--- src/rtl/dwt_pkg.sv ---
// Shared constants and helpers for the DWT / IDWT datapath blocks.
// Byte lanes of packed pixel and coefficient pairs.
package dwt_pkg;

    localparam int PIX_W  = 8;
    localparam int PAIR_W = 16;

    localparam int L_MSB = 15;
    localparam int L_LSB = 8;
    localparam int H_MSB = 7;
    localparam int H_LSB = 0;

    typedef struct packed {
        logic [PIX_W-1:0] a;
        logic [PIX_W-1:0] b;
    } pix_pair_t;

    function automatic int ptr_w(input int width);
        return $clog2(width);
    endfunction

endpackage

--- src/rtl/sat_counter16.sv ---
// 16-bit event counter that sticks at all-ones.
// A synchronous clear takes priority over a same-cycle increment.
module sat_counter16 (
    input  logic        clk,
    input  logic        rst,
    input  logic        clr,
    input  logic        inc,
    output logic [15:0] count
);

    always_ff @(posedge clk or negedge rst) begin
        if (!rst) begin
            count <= '0;
        end else if (clr) begin
            count <= '0;
        end else if (inc && (count != 16'hFFFF)) begin
            count <= count + 16'd1;
        end
    end

endmodule

--- src/rtl/imac_haar.sv ---
// Inverse single-level Haar stage: (L, H) -> (A, B) with clamping.
// Two-stage pipeline under one global advance enable.
module imac_haar
    import dwt_pkg::*;
#(
    parameter  int HEIGHT = 256,
    parameter  int WIDTH  = 256,
    localparam int PW     = ptr_w(WIDTH)
) (
    input  logic              clk,
    input  logic              rst,
    input  logic [PAIR_W-1:0] coeff_input,
    input  logic              i_valid,
    output logic              i_ready,
    input  logic [PW-1:0]     i_row_column_pointer,
    input  logic [PW-1:0]     i_pixel_pointer,
    output logic [PAIR_W-1:0] pixel_output,
    output logic              o_valid,
    input  logic              o_ready,
    output logic [PW-1:0]     o_row_column_pointer,
    output logic [PW-1:0]     o_pixel_pointer,
    input  logic              sat_clear,
    output logic [15:0]       sat_count
);

    if (HEIGHT < 2) begin : g_height_chk
        $error("imac_haar: HEIGHT must be at least 2");
    end

    logic             en;
    logic [PIX_W-1:0] l_in;
    logic [PIX_W-1:0] h_in;

    logic             s1_valid;
    logic [PIX_W:0]   s1_sum;
    logic             s1_ge;
    logic [PIX_W-1:0] s1_dif;
    logic [PW-1:0]    s1_rc;
    logic [PW-1:0]    s1_px;

    pix_pair_t        pix_q;
    logic             sat_inc;

    assign en      = ~o_valid | o_ready;
    assign i_ready = en;
    assign l_in    = coeff_input[L_MSB:L_LSB];
    assign h_in    = coeff_input[H_MSB:H_LSB];

    always_ff @(posedge clk or negedge rst) begin
        if (!rst) begin
            s1_valid <= 1'b0;
            s1_sum   <= '0;
            s1_ge    <= 1'b0;
            s1_dif   <= '0;
            s1_rc    <= '0;
            s1_px    <= '0;
        end else if (en) begin
            s1_valid <= i_valid;
            if (i_valid) begin
                s1_sum <= {1'b0, l_in} + {1'b0, h_in};
                s1_ge  <= (l_in >= h_in);
                s1_dif <= l_in - h_in;
                s1_rc  <= i_row_column_pointer;
                s1_px  <= i_pixel_pointer;
            end
        end
    end

    always_ff @(posedge clk or negedge rst) begin
        if (!rst) begin
            o_valid              <= 1'b0;
            pix_q                <= '0;
            o_row_column_pointer <= '0;
            o_pixel_pointer      <= '0;
        end else if (en) begin
            o_valid <= s1_valid;
            if (s1_valid) begin
                pix_q.a              <= s1_sum[PIX_W] ? 8'hFF : s1_sum[PIX_W-1:0];
                pix_q.b              <= s1_ge ? s1_dif : 8'h00;
                o_row_column_pointer <= s1_rc;
                o_pixel_pointer      <= s1_px;
            end
        end
    end

    assign pixel_output = pix_q;

    // Counts beats where either output lane was clamped.
    assign sat_inc = en & s1_valid & (s1_sum[PIX_W] | ~s1_ge);

    sat_counter16 u_sat (
        .clk   (clk),
        .rst   (rst),
        .clr   (sat_clear),
        .inc   (sat_inc),
        .count (sat_count)
    );

endmodule

--- config.mk ---
export PLATFORM = sky130hd
export DESIGN_NAME = imac_haar
export DESIGN_NICKNAME = d
export VERILOG_FILES = /design/src/rtl/dwt_pkg.sv /design/src/rtl/sat_counter16.sv /design/src/rtl/imac_haar.sv
export SDC_FILE = /design/constraint.sdc
export NUM_CORES = 1
export LEC_CHECK = 0
export ABC_CLOCK_PERIOD_IN_PS = 1700
export BUFFER_PORTS_ARGS = -buffer_cell sky130_fd_sc_hd__buf_2
export CAP_MARGIN = 20
export CORE_MARGIN = 4
export CORE_UTILIZATION = 55
export CTS_CLUSTER_DIAMETER = 150
export DETAILED_ROUTE_END_ITERATION = 12
export PLACE_DENSITY = 0.82
export SYNTH_ARGS = -nofsm -noshare
export SYNTH_HDL_FRONTEND = slang
export SYNTH_SLANG_ARGS = --single-unit
export TNS_END_PERCENT = 100
--- constraint.sdc ---
create_clock -name clk -period 1.7 [get_ports clk]
set_input_delay 0.34 -clock clk [delete_from_list [all_inputs] [get_ports clk]]
set_output_delay 0.34 -clock clk [all_outputs]
set_load 0.005 [all_outputs]
After elaboration in Yosys (flattened, before gate mapping). Cells that the tools add are included.

Bits in registers: 84. Input port bits: 37. Output and inout bits: 50. Logic and storage cells: 31.

Add/sub/neg operators: 3. $lt $le $gt $ge: 1. Eq/ne operators: 1. Muxes and demuxes: 4. Bitwise gates (word level): 6. Reduce and logical (&&, ||, !) cells: 4.

Operator list (count): 16-bit two-way mux (2); 16-bit by 1-bit adder with 16-bit output (second input constant) (1); 8-bit two-way mux (2); 16-bit inequality test (second input constant) (1); 8-bit by 8-bit adder with 9-bit output (1); 8-bit >= comparator (1); 8-bit subtractor (1); 2-bit AND reduction (2); 1-bit AND (2); 1-bit inverter (2); 1-bit bitwise OR (2); 2-bit nonzero test (1); 1-bit logical AND (1).

Depth between registers and ports, before layout.
Depth after elaboration: 7. Depth in mapped cells: 9. Depth with buffers taken out: 9.

By module. A second synthesis with hierarchy kept.

Cell total of the unflattened synthesis: 389. Area total of the unflattened synthesis: 4166.5 sq um.

By module, submodules not included: imac_haar (instances 1, cells each 291, area each 3224.3 sq um, seq. area each 1676.6 sq um); sat_counter16 (instances 1, cells each 98, area each 942.2 sq um, seq. area each 400.4 sq um).

Least setup slack after synthesis. OpenSTA, ideal clock, no wires.

Path kind: input -> register. Start point: input coeff_input[2]. End point: register s1_dif[7]. Setup time: 141 ps. Data arrival time: 1760 ps. Data required time: 1559 ps. Slack: -201 ps. Stages: 8. Path buffers: 1. Cells stage by stage: inv_1 -> ha_1 -> buf_2 -> o21ai_0 -> a21oi_1 -> a2111oi_0 -> mux2i_1 -> o2111ai_1.

Longest elaborated chain between the ends: 1.

Ends and longest elaborated chain: start, declared (RTL line imac_haar.sv:12) `input logic [PAIR_W-1:0] coeff_input,`; 8-bit subtractor (RTL line imac_haar.sv:62) `s1_dif <= l_in - h_in;`; end signal, assigned (RTL line imac_haar.sv:62); end, declared (RTL line imac_haar.sv:37) `logic [PIX_W-1:0] s1_dif;`.

Every way passes these cells. A chain may end at the register's enable or synchronous reset.

Final worst setup path.
Start point: input coeff_input[8]. End point: register s1_ge.

Longest elaborated chain between the ends: 1.

Ends and longest elaborated chain: 8-bit >= comparator (RTL line imac_haar.sv:61) `s1_ge <= (l_in >= h_in);`; end signal, assigned (RTL line imac_haar.sv:61); end, declared (RTL line imac_haar.sv:36) `logic s1_ge;`.

Every way passes these cells.

==> run_results.csv <==
group,metric,value,unit
sta,drv_slew,0,
cells_and_area,final_nets,608,
pwr,leakage,2.60,nW
critical_path,cp_data_required_time,1940,ps
cells_and_area,layout_commonest_cell,"nand2_1",
sta,fin_skew,12.7,ps
die,die_x,95.1,um
placement,dpl.hpwl,7.12,mm
clock_network,clockRootBuffer,"clkbuf_8",
placement,placedInstanceArea,5010,um^2
synth,yosysWarnings,0,
pwr,p_int,3.64,mW
cells_and_area,nFillCells,559,
pwr,sw_frac_of_total,0.311,
synth,yosysSeqAreaShare,0.498,
worst_hold_path,worstHoldPathType,"input port to flop",
cells_and_area,num_antenna_cells,0,
clock_network,cts_buffer_depth,2,
pwr,clockPowerShare,0.247,
die,ios,87,
synth,syn_area,4170,um^2
clock_network,cts.clk_slew.worst_paths,90,ps
drt,postRouteAntennaNets,0,
pwr,p_total,5.29,mW
sta,setup_viol,0,
placement,post-place-cells,635,
global_routing,grt_pass1_wl,15.7,mm
drt,routedWlPerCell,14.5,um
die,die_y,95.1,um
drt,vias,3500,
die,rows,31,
global_routing,grt_pass1_vias,3468,
drt,post_drt_via_cell_ratio,5.34,
global_routing,grt_max_degree,47,
pwr,comb_power_share,0.258,
placement,globalplace.congestion,0.907,
synth,syn_nets,484,
critical_path,cp_max_fo,2,
drt,wl,9.53,mm
drt,firstDrtPassIters,4,
cells_and_area,drive_above_1_share,0.346,
sta,worstMarginPinSlew,432,ps
clock_network,cts_buffers,9,
cells_and_area,final_cells,656,
critical_path,crit_path_start_kind,"input port",
pwr,p_per_area,1010,nW/um^2
pwr,power_frac_seq,0.495,
synth,synth_edf_count,0,
synth,ys_async_sr_fraction,1.00,
run_status,status,"complete, no violations",
critical_path,crit_arrival,1870,ps
cells_and_area,final_cell_mix,"nand2_1, buf_2, dfrtp_1",
synth,synthCells,428,
cells_and_area,fin_area,5260,um^2
die,core_area,7290,um^2
critical_path,path_class,"input port to flop",
die,dieArea,9040,um^2
die,start_util,0.572,
pwr,p_sw,1.65,mW
sta,rsz0062_at_grt,"true",
placement,portBuffers,86,
cells_and_area,syn2layout_area_growth,26.1,%
drt,first_iter_violations,146,
pwr,vdd_drop_max,0.449,mV
clock_network,insertion_delay,360,ps
critical_path,end_kind,"flop",
sta,fmax,611,MHz
global_routing,grt-ovfl-total,0,
synth,synth_flop_cell,"dfrtp_1",
drt,drc,0,
sta,slew_headroom,0.712,
synth,synthDistinctLibCells,53,
sta,fin_crit_sh,0.963,
cells_and_area,post-route-util,0.721,
sta,hold_viol_final,0,
global_routing,grt_use_total,0.222,
clock_network,cts_tree,"done",
global_routing,antenna_found_initial,0,
clock_network,clock_sink_count,83,
synth,ys_ff_latch,83,
run,max-cap-violations,0,
clock_network,cts_htree_levels,3,
synth,synth_area_per_cell,9.74,um^2
sta,min_period,1640,ps
[metal layers]
layer | GRT usage | up-vias | part of all wire
met3 | 0.0221 | 18 | 0.044
met4 | 0.113 | 0 | 0.022
met5 | 0 | - | 0
li1 | - | 1693 | -
met1 | 0.275 | 1680 | 0.42
met2 | 0.385 | 109 | 0.51
[final timing paths]
check                                        start         endpoint  slack, ps  depth (start not counted)
min in group asynchronous                      rst  pixel_output[2]        430                          2
max in group asynchronous                      rst  u_sat.count[13]        710                          3
min reg2reg                               s1_px[4]         s1_px[4]        480                          2
max                                 coeff_input[8]            s1_ge         60                         10
min                        i_row_column_pointer[7]         s1_rc[7]        160                          3
max reg2reg                         u_sat.count[1]  u_sat.count[11]         80                          7
[registers in the layout, summed over array words and instances (netlist names)]
register / flops
s1_dif: 7
u_sat.count: 16
pixel_output: 16
s1_px: 8
o_pixel_pointer: 8
o_valid: 1
s1_sum: 9
o_row_column_pointer: 8
s1_ge: 1
s1_rc: 8
s1_valid: 1
[metrics by stage]
step                setup TNS (ps)  worst slack (ps)  hold WS [ps]
finish                           0              62.6           165
global route                 -22.0             -8.85           164
detailed placement           -2010              -307           274
floorplan                     -167             -76.5          44.4
global placement             -1450              -242           268
CTS                              0              13.9           148
[synth_stat cells, types with 2 or more instances]
| cell | number | area [um^2] |
|---|---|---|
| nand4_1 | 5 | 31.3 |
| clkbuf_1 | 14 | 52.6 |
| nand2b_1 | 5 | 31.3 |
| nor4_2 | 2 | 25.0 |
| o31ai_1 | 2 | 15.0 |
| or3_1 | 2 | 12.5 |
| buf_2 | 4 | 20.0 |
| o21ai_0 | 30 | 150 |
| nor3_1 | 5 | 25.0 |
| a2111oi_2 | 2 | 30.0 |
| nor2_1 | 33 | 124 |
| inv_1 | 19 | 71.3 |
| a21oi_1 | 12 | 60.1 |
| buf_6 | 2 | 22.5 |
| xor2_1 | 2 | 17.5 |
| nand3_1 | 5 | 25.0 |
| nand2_1 | 101 | 379 |
| a211oi_1 | 6 | 45.0 |
| and3_1 | 3 | 18.8 |
| xnor2_1 | 17 | 149 |
| nand3_2 | 2 | 20.0 |
| a31oi_1 | 4 | 25.0 |
| dfrtp_1 | 83 | 2080 |
| fa_1 | 2 | 40.0 |
| a21o_1 | 2 | 15.0 |
| mux2i_1 | 3 | 30.0 |
| ha_1 | 17 | 213 |
| o21a_1 | 3 | 22.5 |
| mux2_2 | 17 | 191 |
[power groups by stage]
stage          combinational (mW)  clock, mW  sequential [mW]
6_report                     1.36       1.31             2.62
5_1_grt                      1.53       1.41             2.67
4_1_cts                      1.37       1.33             2.62
3_5_place_dp                 1.35          0             2.65
3_3_place_gp                 1.29          0             2.63
2_1_floorplan               0.684          0             2.63
[critical path: stages]
cell and delay, ps:
buf_2 120, inv_2 40, ha_2 160, inv_2 40, fa_2 380, a21o_1 210
a21oi_1 190, nand3_1 90, a31oi_1 190, o21ai_0 100
[layout make-up]
cell class / instances / area [um^2] / share of cell area
sequential: 83 / 2080 / 0.395
multi-input combinational: 304 / 1970 / 0.375
timing repair buffer: 135 / 828 / 0.158
clock buffer: 10 / 138 / 0.0262
tap: 99 / 124 / 0.0236
inverter: 19 / 71.3 / 0.0136
clock inverter: 6 / 48.8 / 0.00928
[logic make-up after synthesis]
family	share of synthesized area
AND/OR/NAND/NOR	0.188
AO/OA/AOI/OAI	0.118
adder cells (fa/ha/maj)	0.0606
multiplexers	0.0531
XOR/XNOR	0.0399
flip-flops	0.498
buffers and inverters	0.0426
[what timing repair did]
item,in CTS,in global routing
setup endpoints to repair,1,38
gates resized for setup,1,9
pin swaps,0,9
buffers inserted,0,4
hold buffers,1,0
endpoints found under the hold margin,25,0
Power figures use the tool's default switching activity.
